## config.mk

```make
export PLATFORM = sky130hd
export DESIGN_NAME = axi_slave_arbiter
export DESIGN_NICKNAME = d
export VERILOG_FILES = /design/src/rtl/axi_xbar_pkg.sv /design/src/rtl/axi_rr_picker.sv /design/src/rtl/axi_slave_arbiter.sv
export SDC_FILE = /design/constraint.sdc
export NUM_CORES = 1
export LEC_CHECK = 0
export ABC_AREA = 1
export CAP_MARGIN = 5
export CORE_AREA = 2 2 39 41
export DETAILED_ROUTE_END_ITERATION = 7
export DIE_AREA = 0 0 41 43
export SYNTH_ARGS = -nofsm -noshare
export SYNTH_HDL_FRONTEND = slang
export SYNTH_HIERARCHICAL = 1
export SYNTH_SLANG_ARGS = --single-unit
```

## constraint.sdc

```tcl
create_clock -name clk_i -period 1.7 [get_ports clk_i]
set_input_delay 0.255 -clock clk_i [delete_from_list [all_inputs] [get_ports clk_i]]
set_output_delay 0.255 -clock clk_i [all_outputs]
set_load 0.05 [all_outputs]
```

## src/rtl/axi_xbar_pkg.sv

```systemverilog
// Shared AXI4-Lite crossbar types: arbiter state encoding and index-width helper.
package axi_xbar_pkg;

    typedef enum logic [1:0] {
        ARB_IDLE = 2'd0,
        ARB_ADDR = 2'd1,
        ARB_RESP = 2'd2
    } arb_state_e;

    function automatic int idx_w(input int n);
        return (n > 1) ? $clog2(n) : 1;
    endfunction

endpackage

```

## src/rtl/axi_rr_picker.sv

```systemverilog
// Combinational rotate-priority picker: first set request at or after ptr, wrapping at N.
module axi_rr_picker #(
    parameter int N     = 2,
    parameter int IDX_W = 1
) (
    input  logic [N-1:0]     req,
    input  logic [IDX_W-1:0] ptr,
    output logic [N-1:0]     onehot,
    output logic [IDX_W-1:0] idx,
    output logic             any
);

    // Wrap by explicit compare so non-power-of-2 N never aliases onto a missing master.
    function automatic int wrap_idx(input int p, input int k);
        int c;
        c = p + k;
        return (c >= N) ? (c - N) : c;
    endfunction

    always_comb begin
        onehot = '0;
        idx    = '0;
        any    = 1'b0;
        for (int k = 0; k < N; k++) begin
            if (!any && req[wrap_idx(int'(ptr), k)]) begin
                any                          = 1'b1;
                onehot[wrap_idx(int'(ptr), k)] = 1'b1;
                idx                          = IDX_W'(wrap_idx(int'(ptr), k));
            end
        end
    end

endmodule

```

## src/rtl/axi_slave_arbiter.sv

```systemverilog
// Per-slave, per-direction round-robin arbiter holding grant from address through response.
// Optional watchdog enabled by defining AXI_ARB_TIMEOUT_EN.
module axi_slave_arbiter
    import axi_xbar_pkg::*;
#(
    parameter int N_MASTERS      = 2,
    parameter int TIMEOUT_CYCLES = 1024,
    localparam int IDX_W         = idx_w(N_MASTERS)
) (
    input  logic                 clk_i,
    input  logic                 rst_ni,
    input  logic [N_MASTERS-1:0] req_i,
    input  logic                 addr_hs_i,
    input  logic                 resp_hs_i,
    output logic [N_MASTERS-1:0] grant_o,
    output logic [IDX_W-1:0]     grant_idx_o,
    output logic                 busy_o,
    output logic                 timeout_o
);

    arb_state_e           state_q, state_d;
    logic [N_MASTERS-1:0] grant_q, grant_d, pick_onehot;
    logic [IDX_W-1:0]     idx_q, idx_d, ptr_q, ptr_d, pick_idx;
    logic                 pick_any;
    logic                 timeout_q, timeout_d;
    logic                 expired;
    logic                 finish;

    axi_rr_picker #(
        .N     (N_MASTERS),
        .IDX_W (IDX_W)
    ) u_picker (
        .req    (req_i),
        .ptr    (ptr_q),
        .onehot (pick_onehot),
        .idx    (pick_idx),
        .any    (pick_any)
    );

`ifdef AXI_ARB_TIMEOUT_EN
    localparam int CNT_W = $clog2(TIMEOUT_CYCLES + 1);
    logic [CNT_W-1:0] cnt_q;

    // One budget spans both address and response phases; saturates at the limit.
    always_ff @(posedge clk_i) begin
        if (!rst_ni) begin
            cnt_q <= '0;
        end else if (state_q == ARB_IDLE) begin
            cnt_q <= '0;
        end else if (cnt_q != CNT_W'(TIMEOUT_CYCLES)) begin
            cnt_q <= cnt_q + CNT_W'(1);
        end
    end

    assign expired = (cnt_q == CNT_W'(TIMEOUT_CYCLES));
`else
    assign expired = 1'b0;
`endif

    always_comb begin
        state_d   = state_q;
        grant_d   = grant_q;
        idx_d     = idx_q;
        ptr_d     = ptr_q;
        timeout_d = 1'b0;
        finish    = 1'b0;
        case (state_q)
            ARB_IDLE: begin
                if (pick_any) begin
                    grant_d = pick_onehot;
                    idx_d   = pick_idx;
                    state_d = ARB_ADDR;
                end
            end
            ARB_ADDR: begin
                if (addr_hs_i) begin
                    state_d = ARB_RESP;
                end else if (expired) begin
                    finish    = 1'b1;
                    timeout_d = 1'b1;
                end
            end
            ARB_RESP: begin
                if (resp_hs_i) begin
                    finish = 1'b1;
                end else if (expired) begin
                    finish    = 1'b1;
                    timeout_d = 1'b1;
                end
            end
            default: begin
                state_d = ARB_IDLE;
                grant_d = '0;
                idx_d   = '0;
            end
        endcase
        // The master just served drops to lowest priority.
        if (finish) begin
            state_d = ARB_IDLE;
            grant_d = '0;
            idx_d   = '0;
            ptr_d   = (idx_q == IDX_W'(N_MASTERS - 1)) ? '0 : idx_q + IDX_W'(1);
        end
    end

    always_ff @(posedge clk_i) begin
        if (!rst_ni) begin
            state_q   <= ARB_IDLE;
            grant_q   <= '0;
            idx_q     <= '0;
            ptr_q     <= '0;
            timeout_q <= 1'b0;
        end else begin
            state_q   <= state_d;
            grant_q   <= grant_d;
            idx_q     <= idx_d;
            ptr_q     <= ptr_d;
            timeout_q <= timeout_d;
        end
    end

    assign grant_o     = grant_q;
    assign grant_idx_o = idx_q;
    assign busy_o      = (state_q != ARB_IDLE);
    assign timeout_o   = timeout_q;

    a_params: assert property (@(posedge clk_i) (N_MASTERS >= 2) && (TIMEOUT_CYCLES >= 2));
    a_no_resp_in_addr: assert property (@(posedge clk_i) disable iff (!rst_ni)
        (state_q == ARB_ADDR) |-> !resp_hs_i);
    a_no_addr_in_resp: assert property (@(posedge clk_i) disable iff (!rst_ni)
        (state_q == ARB_RESP) |-> !addr_hs_i);
    a_req_stable: assert property (@(posedge clk_i) disable iff (!rst_ni)
        (state_q == ARB_ADDR) |-> |(req_i & grant_q));
    a_grant_onehot: assert property (@(posedge clk_i) disable iff (!rst_ni)
        $onehot0(grant_q));

endmodule

```

# Word-level counts from Yosys, hierarchy flattened
# Cells that the tools add are included.
# word_totals
ff_bits	6
inputBits	6
# classes
addsub	4
magnitude_cmp	6
eq_ne	4
mux	28
bitwise_logic	4
n_reduce_logical	10
# op_table
operator	n
$ge 32x1->1 const B	2
$lt 32x3->1 const B	2
$mux 32	2
$ge 32x3->1 const B	1
$sub 32x3->32 const B	1
$mux 1	16
$mux 2	5
$pmux 2 s3	1
$ne 2x2->1 const B	2
$pmux 2 s2	1
$reduce_or 2->1	2
$logic_and 1x1->1	3
$not 1->1	3
$reduce_and 3->1	1
$sub 1x2->3 const B	1
$add 1x1->2 const B	1
$demux 1 s1	2
$eq 2x1->1 const B	1
$eq 2x2->1 const B	1
$ge 1x2->1 const B	1
$logic_not 2->1	1
$or 2x2->2	1
$pmux 1 s2	1
$reduce_and 2->1	1
other kinds (3)	3

# Depth between registers and ports, before layout
# logic_depth
word_depth	11
ltp_mapped	10
depth_no_buf	10

# Hierarchy
# The synthesis kept the hierarchy.
# modules_own_cells
module	instances	cells_each	area_per_inst_um2	seq_area_each_um2
axi_slave_arbiter	1	55	359.1	120.1
axi_rr_picker	1	14	55.1	0.0

# Worst setup path before layout
# No wires, ideal clock.
# synth_path
path_kind	register -> output
from	register state_q[0]
to	output port busy_o
arrival_time_ps	970
required_ps	1445
path_slack_ps	475
stages_incl_launch_ff	4
n_path_buf	0
path_cell_list	dfxtp_1 > inv_1 > ha_1 > inv_1
# synth_via
elab_chain_cells	1
# synth_rtl
element	line	rtl
start: declaration	axi_slave_arbiter.sv:21	arb_state_e state_q, state_d;
start signal: assignment	axi_slave_arbiter.sv:114	state_q <= state_d;
$reduce_bool 2->1	axi_slave_arbiter.sv:124	assign busy_o = (state_q != ARB_IDLE);
end: declaration	axi_slave_arbiter.sv:17	output logic busy_o,
# No other way between the ends.

# Worst setup path in the final report
# Same ends and word-level chain as after synthesis.

==> impl_metrics.json <==
{
  "outcome": "complete, no violations",
  "tns_ps": 0,
  "antenna_cells": 0,
  "placed_cells": 93,
  "netlist_instances": 69,
  "gp_congestion": 0.768,
  "max_cap_viol_count": 0,
  "route.detailed.drc": 0,
  "num_io_pins": 11,
  "fin_crit_sh_pct": 86.5,
  "busiest_layer": "met2",
  "path_max_fanout": 6,
  "numPortBuffers": 9,
  "clock_latency_ps": 240,
  "n_fill_cell": 164,
  "clk_pin_slew_worst_paths_ps": 40,
  "synth_nets": 79,
  "async_reset_ff_share_pct": 0,
  "yosys.area.top_type": "dfxtp_1",
  "cp.arrival_ps": 1220,
  "ys_warn_count": 6,
  "max_freq_mhz": 680,
  "layout.nets": 92,
  "initial_utilization_pct": 29.9,
  "wl_per_cell_microns": 7.64,
  "dr.pass1.iters": 4,
  "yosys.area.top_type_share_pct": 29.0,
  "vias": 407,
  "core_area_sq_um": 1380,
  "pwr_density_cell_nw_per_um2": 2020,
  "yosys.cell_count.top_type": "nand2_1",
  "r2r_cells": 6,
  "hold_ws_ps": 454,
  "setup_viol": 0,
  "p_leak_nw": 0.320,
  "syn_area_sq_um": 414,
  "dieWidth_microns": 41,
  "path_class": "register to output pin",
  "syn_area_per_cell_sq_um": 6.00,
  "synth_edf_count": 0,
  "cts_buffer_depth": 2,
  "dpl.hpwl_microns": 617,
  "postCtsSetupBuffers": 0,
  "clock_skew_ps": 0.878,
  "min_period_ps": 1470,
  "syn2layout_area_growth_pct": 30.8,
  "rsz0062_at_grt": "no",
  "drive_gt1_share_pct": 12.5,
  "use_met3_pct": 6.28,
  "synth_cell_type_count": 13,
  "gr-total-overflow": 0,
  "cts_inserted_buffers": 3,
  "met2_usage_pct": 17.2,
  "h-tree-depth": 1,
  "finalHoldViolations": 0,
  "ctsHoldBuffers": 0,
  "cts_root_buf": "clkbuf_4",
  "row_count": 14,
  "synth-main-ff-cell": "dfxtp_1",
  "final_cell_count_no_fill": 96,
  "synth_seq_cells": 6,
  "end_kind": "output pin",
  "dieArea_sq_um": 1760,
  "wl_microns": 733,
  "antenna_left": 0,
  "synthTopCellsByCount": "21 x nand2_1, 16 x inv_1, 12 x nor2_1",
  "yosys-top-cells-area": "dfxtp_1 29%, nand2_1 19%, inv_1 15%",
  "cts_tree": "yes",
  "dr.first_iter.drc_count": 4,
  "via_per_inst": 4.24,
  "power.total_mw": 1.09,
  "drv_slew": 0,
  "cts.repair.resized": 0,
  "required_ps": 1440,
  "hp-class": "register to register",
  "worstSetupStartpointType": "register",
  "grt_pass1_wl_microns": 1240,
  "antenna_found_initial": 0,
  "seq_area_frac_synth_pct": 29.0,
  "cts.sinks": 6,
  "ff2ff_setup_slack_ps": 440,
  "grt_max_degree": 7,
  "first_global_vias": 359,
  "grt_util_met1_pct": 10.7,
  "worstHoldPathCells": 1,
  "grt.total_usage_pct": 10.7,
  "die-height_microns": 43,
  "peakVddDrop_v": 0.000625
}
==> stage by stage <==
stage	setup WS [ps]	instance area (sq um)	util, %
2_1_floorplan	475	414	-
3_3_place_gp	101	519	37.5
3_5_place_dp	91.8	519	37.5
4_1_cts	207	542	39.2
5_1_grt	141	542	39.2
6_report	229	542	39.2
==> cell families after synthesis <==
| kind of cell | count (synthesis) | share of synthesized area, % |
|---|---|---|
| compound gates | 3 | 4.53 |
| fa+ha+maj | 4 | 12.1 |
| buf+inv | 17 | 16.3 |
| simple gates | 38 | 37.2 |
| flops | 6 | 29.0 |
| other cells | 1 | 0.905 |
==> sequential cells by signal (all words and copies together) (netlist names) <==
register	count
grant_o	2
ptr_q	1
grant_idx_o	1
state_q	2
==> area by class of cell <==
cell class	instances	area [sq um]	share of cell area, %
multi-input cells	46	226	41.8
flip-flops and latches	6	120	22.2
repair buffers	9	92.6	17.1
inverters	16	60.1	11.1
well taps	16	20.0	3.70
clock buffers	3	22.5	4.16
==> where the power goes <==
group          switching (mW)  internal [mW]
clock                  0.0505         0.0798
combinational           0.466          0.260
sequential             0.0333          0.203
==> worst paths after layout <==
check,from,end
worst max-delay path,state_q[0]$_SDFFE_PP0P_,busy_o
worst min-delay path,grant_idx_o$_SDFFE_PP0P_,ptr_q$_SDFFE_PN0P_
worst max register to register,state_q[0]$_SDFFE_PP0P_,grant_o[1]$_SDFFE_PP0P_
worst min register to register,grant_idx_o$_SDFFE_PP0P_,ptr_q$_SDFFE_PN0P_
==> layout by cell type (no fill, tap or decap) <==
master	count
inv_1	16
a21oi_1	1
buf_12	1
nand4_1	2
nor2_2	2
nor2_1	12
nand2_1	21
dfxtp_1	6
nand3_1	1
clkbuf_4	3
a21oi_2	1
o21ai_0	1
ha_1	4
clkdlybuf4s50_1	5
conb_1	1
buf_4	3
==> worst max-delay path, cell delays in order, from the launching register on <==
cell     delay (ps)
dfxtp_1         310
inv_1           120
ha_1            290
inv_1           110
buf_12          160
==> metal layers <==
metal	part of all wire, %	wire (microns)	vias to the layer above
met2	49	356	8
met5	0	0	-
met3	7.1	52	0
met4	0	0	0
li1	-	-	222
met1	44	323	177
(Power assumes the default switching activity.)
